<file path="src/rtl/pair_bus_fifo.sv">
// Valid/ready FIFO of {a, b, sgn} pairs; the head entry is presented with its extended sum.
// Optional macro PAIR_FIFO_PARITY_EN stores a per-entry parity bit and drives out_par from it.
module pair_bus_fifo #(
  parameter int W     = 5,
  parameter int DEPTH = 4
) (
  input  logic                     clk,
  input  logic                     rst,
  input  logic                     in_valid,
  output logic                     in_ready,
  input  logic [1:W]               in_a,
  input  logic [1:W]               in_b,
  input  logic                     in_sgn,
  output logic                     out_valid,
  input  logic                     out_ready,
  output logic [1:W]               out_a,
  output logic [1:W]               out_b,
  output logic [1:W+1]             out_sum,
  output logic                     out_par,
  output logic [$clog2(DEPTH):0]   count,
  output logic [1:8]               drop_cnt
);

  localparam int PW = $clog2(DEPTH);
  localparam int CW = PW + 1;

  logic [PW-1:0] wr_ptr_q, wr_ptr_d;
  logic [PW-1:0] rd_ptr_q, rd_ptr_d;
  logic [CW-1:0] count_q, count_d;
  logic [7:0]    drop_q, drop_d;
  logic          push, pop;

  logic [1:W] mem_a_q   [DEPTH];
  logic [1:W] mem_b_q   [DEPTH];
  logic       mem_sgn_q [DEPTH];

  logic [1:W] head_a, head_b;
  logic       head_sgn;
  logic [W:0] ext_a, ext_b;

  assign in_ready  = (count_q < CW'(DEPTH));
  assign out_valid = (count_q != '0);
  assign push      = in_valid && in_ready;
  assign pop       = out_valid && out_ready;

  // NOTE: every signal assigned here gets a default first, so no path leaves it holding a value (no latch).
  always_comb begin
    wr_ptr_d = wr_ptr_q;
    rd_ptr_d = rd_ptr_q;
    count_d  = count_q;
    drop_d   = drop_q;
    if (push) wr_ptr_d = (wr_ptr_q == PW'(DEPTH - 1)) ? '0 : wr_ptr_q + 1'b1;
    if (pop)  rd_ptr_d = (rd_ptr_q == PW'(DEPTH - 1)) ? '0 : rd_ptr_q + 1'b1;
    case ({push, pop})
      2'b10:   count_d = count_q + 1'b1;
      2'b01:   count_d = count_q - 1'b1;
      default: count_d = count_q;
    endcase
    // A full FIFO does not let a same-cycle pop free a slot, so in_ready alone decides a drop.
    if (in_valid && !in_ready && drop_q != 8'hFF) drop_d = drop_q + 1'b1;
  end

  // NOTE: sequential state uses non-blocking assignments so all registers update together at the edge.
  always_ff @(posedge clk or posedge rst) begin
    if (rst) begin
      wr_ptr_q <= '0;
      rd_ptr_q <= '0;
      count_q  <= '0;
      drop_q   <= '0;
    end else begin
      wr_ptr_q <= wr_ptr_d;
      rd_ptr_q <= rd_ptr_d;
      count_q  <= count_d;
      drop_q   <= drop_d;
    end
  end

  // NOTE: the entry storage is deliberately not reset; stale contents are masked by out_valid.
  always_ff @(posedge clk) begin
    if (push) begin
      mem_a_q[wr_ptr_q]   <= in_a;
      mem_b_q[wr_ptr_q]   <= in_b;
      mem_sgn_q[wr_ptr_q] <= in_sgn;
    end
  end

  assign head_a   = mem_a_q[rd_ptr_q];
  assign head_b   = mem_b_q[rd_ptr_q];
  assign head_sgn = mem_sgn_q[rd_ptr_q];

  // One extra bit (sign or zero) makes the sum exact for both interpretations.
  assign ext_a = {head_sgn & head_a[1], head_a};
  assign ext_b = {head_sgn & head_b[1], head_b};

  assign out_a    = out_valid ? head_a : '0;
  assign out_b    = out_valid ? head_b : '0;
  assign out_sum  = out_valid ? (ext_a + ext_b) : '0;
  assign count    = count_q;
  assign drop_cnt = drop_q;

`ifdef PAIR_FIFO_PARITY_EN
  logic mem_par_q [DEPTH];

  always_ff @(posedge clk) begin
    if (push) mem_par_q[wr_ptr_q] <= ^{in_a, in_b};
  end

  assign out_par = out_valid & mem_par_q[rd_ptr_q];
`else
  assign out_par = 1'b0;
`endif

endmodule

</file>
<file path="config.mk">
export PLATFORM = sky130hd
export DESIGN_NAME = pair_bus_fifo
export DESIGN_NICKNAME = d
export VERILOG_FILES = /design/src/rtl/pair_bus_fifo.sv
export SDC_FILE = /design/constraint.sdc
export NUM_CORES = 1
export LEC_CHECK = 0
export ABC_AREA = 1
export BUFFER_PORTS_ARGS = -buffer_cell sky130_fd_sc_hd__buf_2
export CORE_UTILIZATION = 56
export CTS_CLUSTER_DIAMETER = 50
export CTS_CLUSTER_SIZE = 20
export DETAILED_ROUTE_END_ITERATION = 10
export GPL_TIMING_DRIVEN = 0
export PLACE_DENSITY = 0.79
export SLEW_MARGIN = 20
export SYNTH_ARGS = -nofsm -noshare
export SYNTH_HDL_FRONTEND = slang
export SYNTH_SLANG_ARGS = --single-unit
</file>
<file path="constraint.sdc">
create_clock -name clk -period 3.3 [get_ports clk]
set_clock_uncertainty 0.1 [all_clocks]
set_input_delay 0.165 -clock clk [delete_from_list [all_inputs] [get_ports clk]]
set_output_delay 0.165 -clock clk [all_outputs]
set_load 0.01 [all_outputs]
</file>
==> flow_metrics.tcl, run 1 <==
set metrics [dict create \
    post-route-min-period_ns 3.07 \
    drc 0 \
    hold_violations 0 \
    dp.cells 400 \
    synthFlopType "edfxtp_1" \
    synth_edf_count 44 \
    rows 25 \
    cts_tree "built" \
    power_leakage_nw 1.57 \
    wl_um 5880 \
    hpwlAfterDp_um 3960 \
    slew-limit-headroom 0.332 \
    synth-seq-cells 59 \
    root_buffer "clkbuf_8" \
    cts_buffer_depth 2 \
    cts_buffers 9 \
    port-buffer-count 43 \
    clkTransAtPathRegs_ns 0.06 \
    drt_first_pass_iters 4 \
    clock.fmax_mhz 326 \
    power_density_nw_per_um2 1040 \
    required_ns 3.03 \
    synthTopCellsByCount "nand2_1 (61), nor2_1 (47), edfxtp_1 (44)" \
    async_flop_share 0.254 \
    status "complete, no violations" \
    io_pins 45 \
    synth.cell_area_sq_um 2870 \
    synthMostInstantiatedCell "nand2_1" \
    initial_utilization 0.596 \
    grt_remaining_overflow 0 \
    h-tree-depth 3 \
    clock_latency_ns 0.32 \
    ir_worst_vdd_v 0.000573 \
    postSynthCellCount 290 \
    worst_setup_path_start_kind "flop" \
    antenna_found_initial 0 \
    holdWs_ns 0.114 \
    die_h_um 73.6 \
    design.core.area_sq_um 4820 \
    yosysUniqueCellTypes 25 \
    nNetsFinal 384 \
    final_cells 427 \
    yosysTopAreaCellShare 0.461 \
    cts_setup_buffers 0 \
    seq_area_frac_synth 0.591 \
    slew_viol_final 0 \
    floorplan.die_area_sq_um 5410 \
    post-route-period-util 0.930 \
    ant_nets 0 \
    worstPathArrival_ns 2.80 \
    wl_per_cell_um 13.8 \
    yosysTopAreaCell "edfxtp_1" \
    synth_area_leaders "edfxtp_1 (46%), dfrtp_1 (13%), nand2_1 (8.0%)" \
    place.gp.congestion 0.776 \
    diodes 0 \
    grt_start_max_net_pins 16 \
    critPathCaptureType "output port" \
    area_growth_pct 22.0 \
    tightest_slew_ns 0.999 \
    vias 2150 \
    post_dp_cell_area_sq_um 3170 \
    max_cap_violations 0 \
    grt_pass1_wl_um 9670 \
    crit_fanout 10 \
    fill_cells 374 \
    cts.sinks 59 \
    setup_viol_count_final 0 \
    yosysWarnings 0 \
    final_cell_area_sq_um 3500 \
    grt_pass1_vias 2133 \
    crit_type "flop to output port" \
    syn_nets 319 \
    dr.first_iter.drc_count 149 \
    avgSynthCellArea_sq_um 9.89 \
    die_x_um 73.6 \
    hold_path.class "input pin to flop" \
    routed_via_density 5.04 \
    drive_gt1_frac 0.211 \
    grt_usage 0.251 \
]
worst max-delay path: stages, from the launching register on:
cell and delay (ns):
dfrtp_2 0.46, buf_4 0.20, nor2_1 0.13, nor2_1 0.05, o21ai_1 0.11, nand2_1 0.08, ha_1 0.26, fa_1 0.43
nand2_1 0.09, a21oi_1 0.05, or2_2 0.27, o21ai_0 0.15, a21oi_1 0.06, buf_2 0.14
power by group:
part	switching, mW	total [mW]	internal (mW)
sequential	0.123	1.09	0.964
clock	0.260	0.675	0.415
combinational	1.15	1.86	0.712
total	1.53	3.63	2.09
stage by stage:
step,setup WS (ns),power (mW),util,setup TNS (ns)
3_5_place_dp,0.536,2.93,0.658,0
2_1_floorplan,0.891,2.33,-,0
3_3_place_gp,0.577,2.86,0.658,0
5_1_grt,-0.00604,3.92,0.727,-0.00604
6_report,0.231,3.63,0.727,0
4_1_cts,0.164,3.63,0.725,0
metal layers:
| layer | track usage | share of wire |
|---|---|---|
| met5 | 0 | 0 |
| met4 | 0.0919 | 0.0058 |
| met3 | 0.0521 | 0.051 |
| met1 | 0.300 | 0.42 |
| met2 | 0.445 | 0.52 |
cells in the final DEF (no fill, tap or decap):
cell,synthesis,layout
nand2_1,61,61
buf_2,4,45
nor2_1,47,44
edfxtp_1,44,44
inv_1,26,26
a21oi_1,17,17
dfrtp_1,15,14
o21ai_0,13,13
nand3_1,12,12
ha_1,12,12
dlygate4sd3_1,0,12
o21ai_1,11,11
clkbuf_8,0,9
xnor2_1,5,5
xor2_1,4,4
inv_2,3,3
nand2_2,3,3
nor2_2,0,3
clkinv_2,0,3
buf_4,2,2
nand4_1,2,2
fa_1,2,2
bufinv_16,0,2
clkinv_1,0,2
a21oi_4,1,1
nor3_2,1,1
clkbuf_4,0,1
buf_6,1,1
or2_2,1,1
a31oi_1,1,1
clkbuf_1,1,1
conb_1,1,1
dfrtp_2,0,1
path summary, 6_finish.rpt:
| path | start | to | slack, ns | cells past startpoint |
|---|---|---|---|---|
| hold reg to reg | drop_cnt[2] | drop_cnt[2] | 0.42 | 1 |
| setup / recovery | rd_ptr_q[0] | out_sum[2] | 0.23 | 13 |
| min in group asynchronous | rst | rd_ptr_q[0] | 0.35 | 3 |
| hold / removal | out_ready | rd_ptr_q[0] | 0.11 | 4 |
| max in group asynchronous | rst | rd_ptr_q[0] | 2.34 | 3 |
| setup reg to reg | count[0] | count[2] | 1.19 | 10 |
repair_timing:
| item | CTS | global route |
|---|---|---|
| setup endpoints to repair | 0 | 1 |
| resized for setup | 0 | 2 |
| hold buffers | 12 | 0 |
| hold endpoints to repair | 59 | 0 |
area by class of cell:
| cell class | instances | area [sq um] | area share |
|---|---|---|---|
| flip-flops and latches | 59 | 1700 | 0.485 |
| multi-input cells | 194 | 1020 | 0.292 |
| repair buffers | 55 | 335 | 0.0958 |
| clock buffers | 9 | 124 | 0.0354 |
| inverters | 29 | 109 | 0.0311 |
| well taps | 67 | 83.8 | 0.0239 |
| clock inverters | 7 | 82.6 | 0.0236 |
| plain buffers | 7 | 47.5 | 0.0136 |
logic make-up (layout without fill, tap and decap cells):
kind of cell	count (synthesis)	count (layout)	share of synthesized area
and+or+nand+nor	127	127	0.179
DFF	59	59	0.591
AOI/OAI and AO/OA	43	43	0.0794
buffers and inverters	37	107	0.0554
adders and majority gates	14	14	0.0663
xor gates and xnor gates	9	9	0.0275
other	1	1	0.00131
state kept, by name, summed over array words and instances (netlist names):
name	cells
wr_ptr_q	2
drop_cnt	8
count	3
mem_b_q	20
rd_ptr_q	2
mem_a_q	20
mem_sgn_q	4
(Power assumes the default switching activity.)
==> run 2: changes to the inputs <==
--- a/config.mk
+++ b/config.mk
@@ -7,12 +7,12 @@
 export LEC_CHECK = 0
 export ABC_AREA = 1
 export BUFFER_PORTS_ARGS = -buffer_cell sky130_fd_sc_hd__buf_2
-export CORE_UTILIZATION = 56
+export CORE_UTILIZATION = 45
 export CTS_CLUSTER_DIAMETER = 50
 export CTS_CLUSTER_SIZE = 20
 export DETAILED_ROUTE_END_ITERATION = 10
 export GPL_TIMING_DRIVEN = 0
-export PLACE_DENSITY = 0.79
+export PLACE_DENSITY = 0.66
 export SLEW_MARGIN = 20
 export SYNTH_ARGS = -nofsm -noshare
 export SYNTH_HDL_FRONTEND = slang
==> run 2 against run 1 <==
Net effect:
- fmax fell by 0.49%
- design area fell by 0.25%
- register-to-register slack got worse by 0.02 ns
- routed wire length rose by 0.24%
- first-iteration DRC count fell by 26%
- largest cell class unchanged
- total power fell by 1.7%
- clock-buffer cell count rose by 4
==> flow_metrics.tcl, run 2 (synthesis results as in run 1) <==
set metrics [dict create \
    status "complete, no violations" \
    post-route-min-period_ns 3.08 \
    grt_remaining_overflow 0 \
    port-buffer-count 43 \
    crit_family "adder cells" \
    cts.sinks 59 \
    floorplan.die_area_sq_um 6700 \
    power_density_nw_per_um2 1020 \
    area_growth_pct 21.7 \
    r2r_cells 3 \
    rsz0062_at_grt "false" \
    vias 2152 \
    routed_via_density 4.96 \
    holdWs_ns 0.140 \
    min_from "out_ready" \
    worst_setup_path_start_kind "flop" \
    dr.first_iter.drc_count 110 \
    slew_viol_final 0 \
    drc 0 \
    max_cap_violations 0 \
    post-place-ws_ns 0.534 \
    hold_violations 0 \
    required_ns 3.03 \
    wl_per_cell_um 13.6 \
    clkTransAtPathRegs_ns 0.05 \
    clock_latency_ns 0.33 \
    slew-limit-headroom 0.296 \
    power_leakage_nw 1.57 \
    die_h_um 81.8 \
    critPathCaptureType "output port" \
    antenna_found_initial 0 \
    ir_worst_vdd_v 0.000698 \
    io_pins 45 \
    grt_usage 0.195 \
    drt_first_pass_iters 4 \
    hold_depth 4 \
    dp.cells 408 \
    final_common_cell "nand2_1" \
    hpwlAfterDp_um 4060 \
    timing.critical_path.buf_inv 3 \
    grt_pass1_vias 1977 \
    crit_path_max_incr_delay_ns 0.46 \
    hold_path.class "input pin to flop" \
    wl_um 5890 \
    tns_ns 0 \
    worstPathArrival_ns 2.82 \
    grt_start_max_net_pins 16 \
    grt_pass1_wl_um 9160 \
    setup_viol_count_final 0 \
    crit_path_cell_trace "inv_2 -> buf_2 -> o21ai_1 -> nand2_1 -> ha_1 -> fa_1 -> nand2_1 -> a21oi_1 -> or2_2 -> o21ai_0 -> a21oi_1 -> buf_2" \
    final_cell_mix "nand2_1 (61), buf_2 (46), nor2_1 (45), edfxtp_1 (44), inv_1 (26)" \
    crit_slowest_cell "dfrtp_1" \
    tightest_slew_ns 1.05 \
    root_buffer "clkbuf_8" \
    rrSetupSlack_ns 1.17 \
    initial_utilization 0.476 \
    place.gp.congestion 0.789 \
    ant_nets 0 \
    min_to "rd_ptr_q[1]" \
    cts_setup_buffers 0 \
    clock.fmax_mhz 324 \
    cts_buffers 9 \
    finalWorstSetupSlack_ns 0.216 \
    h-tree-depth 3 \
    final_cells 434 \
    cts_tree "built" \
    rows 28 \
    design.core.area_sq_um 6030 \
    nNetsFinal 384 \
    crit_type "flop to output port" \
    crit-reg2reg-capture "mem_a_q[0][2]" \
    crit_fanout 10 \
    post-route-period-util 0.934 \
    drive_gt1_frac 0.203 \
    cts_buffer_depth 2 \
    diodes 0 \
    die_x_um 81.8 \
    r2r_start "count[2]" \
]
==> run 2: changes by cell type in the layout (fill, tap and decap cells not counted), moves of 2 or more <==
| cell | delta |
|---|---|
| clkbuf_8 | +2 |
| clkinv_2 | -2 |
| clkbuf_1 | +2 |
| clkinv_1 | -2 |
==> run 2: final cells by class <==
cell class / count / area (sq um)
fill: 544 / 2530
sequential: 59 / 1700
multi-input combinational: 194 / 1020
timing repair buffer: 55 / 335
clock buffer: 13 / 159
inverter: 29 / 109
tap: 75 / 93.8
buffer: 7 / 45.0
clock inverter: 2 / 35.0
==> run 2: report_power, final <==
part           internal [mW]  leakage (nW)  switching [mW]  total (mW)
combinational          0.705         0.882            1.14        1.85
clock                  0.385        0.0995           0.255       0.640
sequential             0.963         0.584           0.115        1.08
==> run 2: worst max path at each step <==
stage	startpoint	end	slack, ns	depth (start not counted)
floorplan	rd_ptr_q[0]	out_sum[2]	0.89	12
global placement	rd_ptr_q[1]	out_sum[2]	0.57	13
detailed placement	rd_ptr_q[1]	out_sum[2]	0.53	13
CTS	rd_ptr_q[1]	out_sum[2]	0.17	13
global route	rd_ptr_q[0]	out_sum[2]	0.01	14
finish	rd_ptr_q[0]	out_sum[2]	0.22	12
==> run 2: metal layers <==
metal	vias up	routed length, um	GRT usage	part of all wire
met2	54	2910	0.324	0.49
li1	1090	-	-	-
met4	0	99	0.0825	0.017
met5	-	0	0	0
met1	998	2590	0.232	0.44
met3	10	294	0.0611	0.050
==> run 2: what timing repair did <==
item                                    CTS  global route
resized for setup                         0             0
hold endpoints to repair                 59             0
endpoints found under the setup margin    0             1
hold buffers                             12             0
==> run 2: per-stage QoR <==
stage,utilization,power (mW),instance area [sq um]
after floorplan,-,2.33,2870
after global placement,0.527,2.89,3180
after detailed placement,0.527,2.94,3180
after CTS,0.580,3.60,3490
after global routing,0.580,3.88,3490
final,0.580,3.56,3490
==> run 2: worst register-to-register path: cells and delay by family (launching register included) <==
| family | cells | cell delay (ns) |
|---|---|---|
| buf+inv | 1 | 0.13 |
| simple gates | 2 | 1.09 |
| flops | 1 | 0.43 |
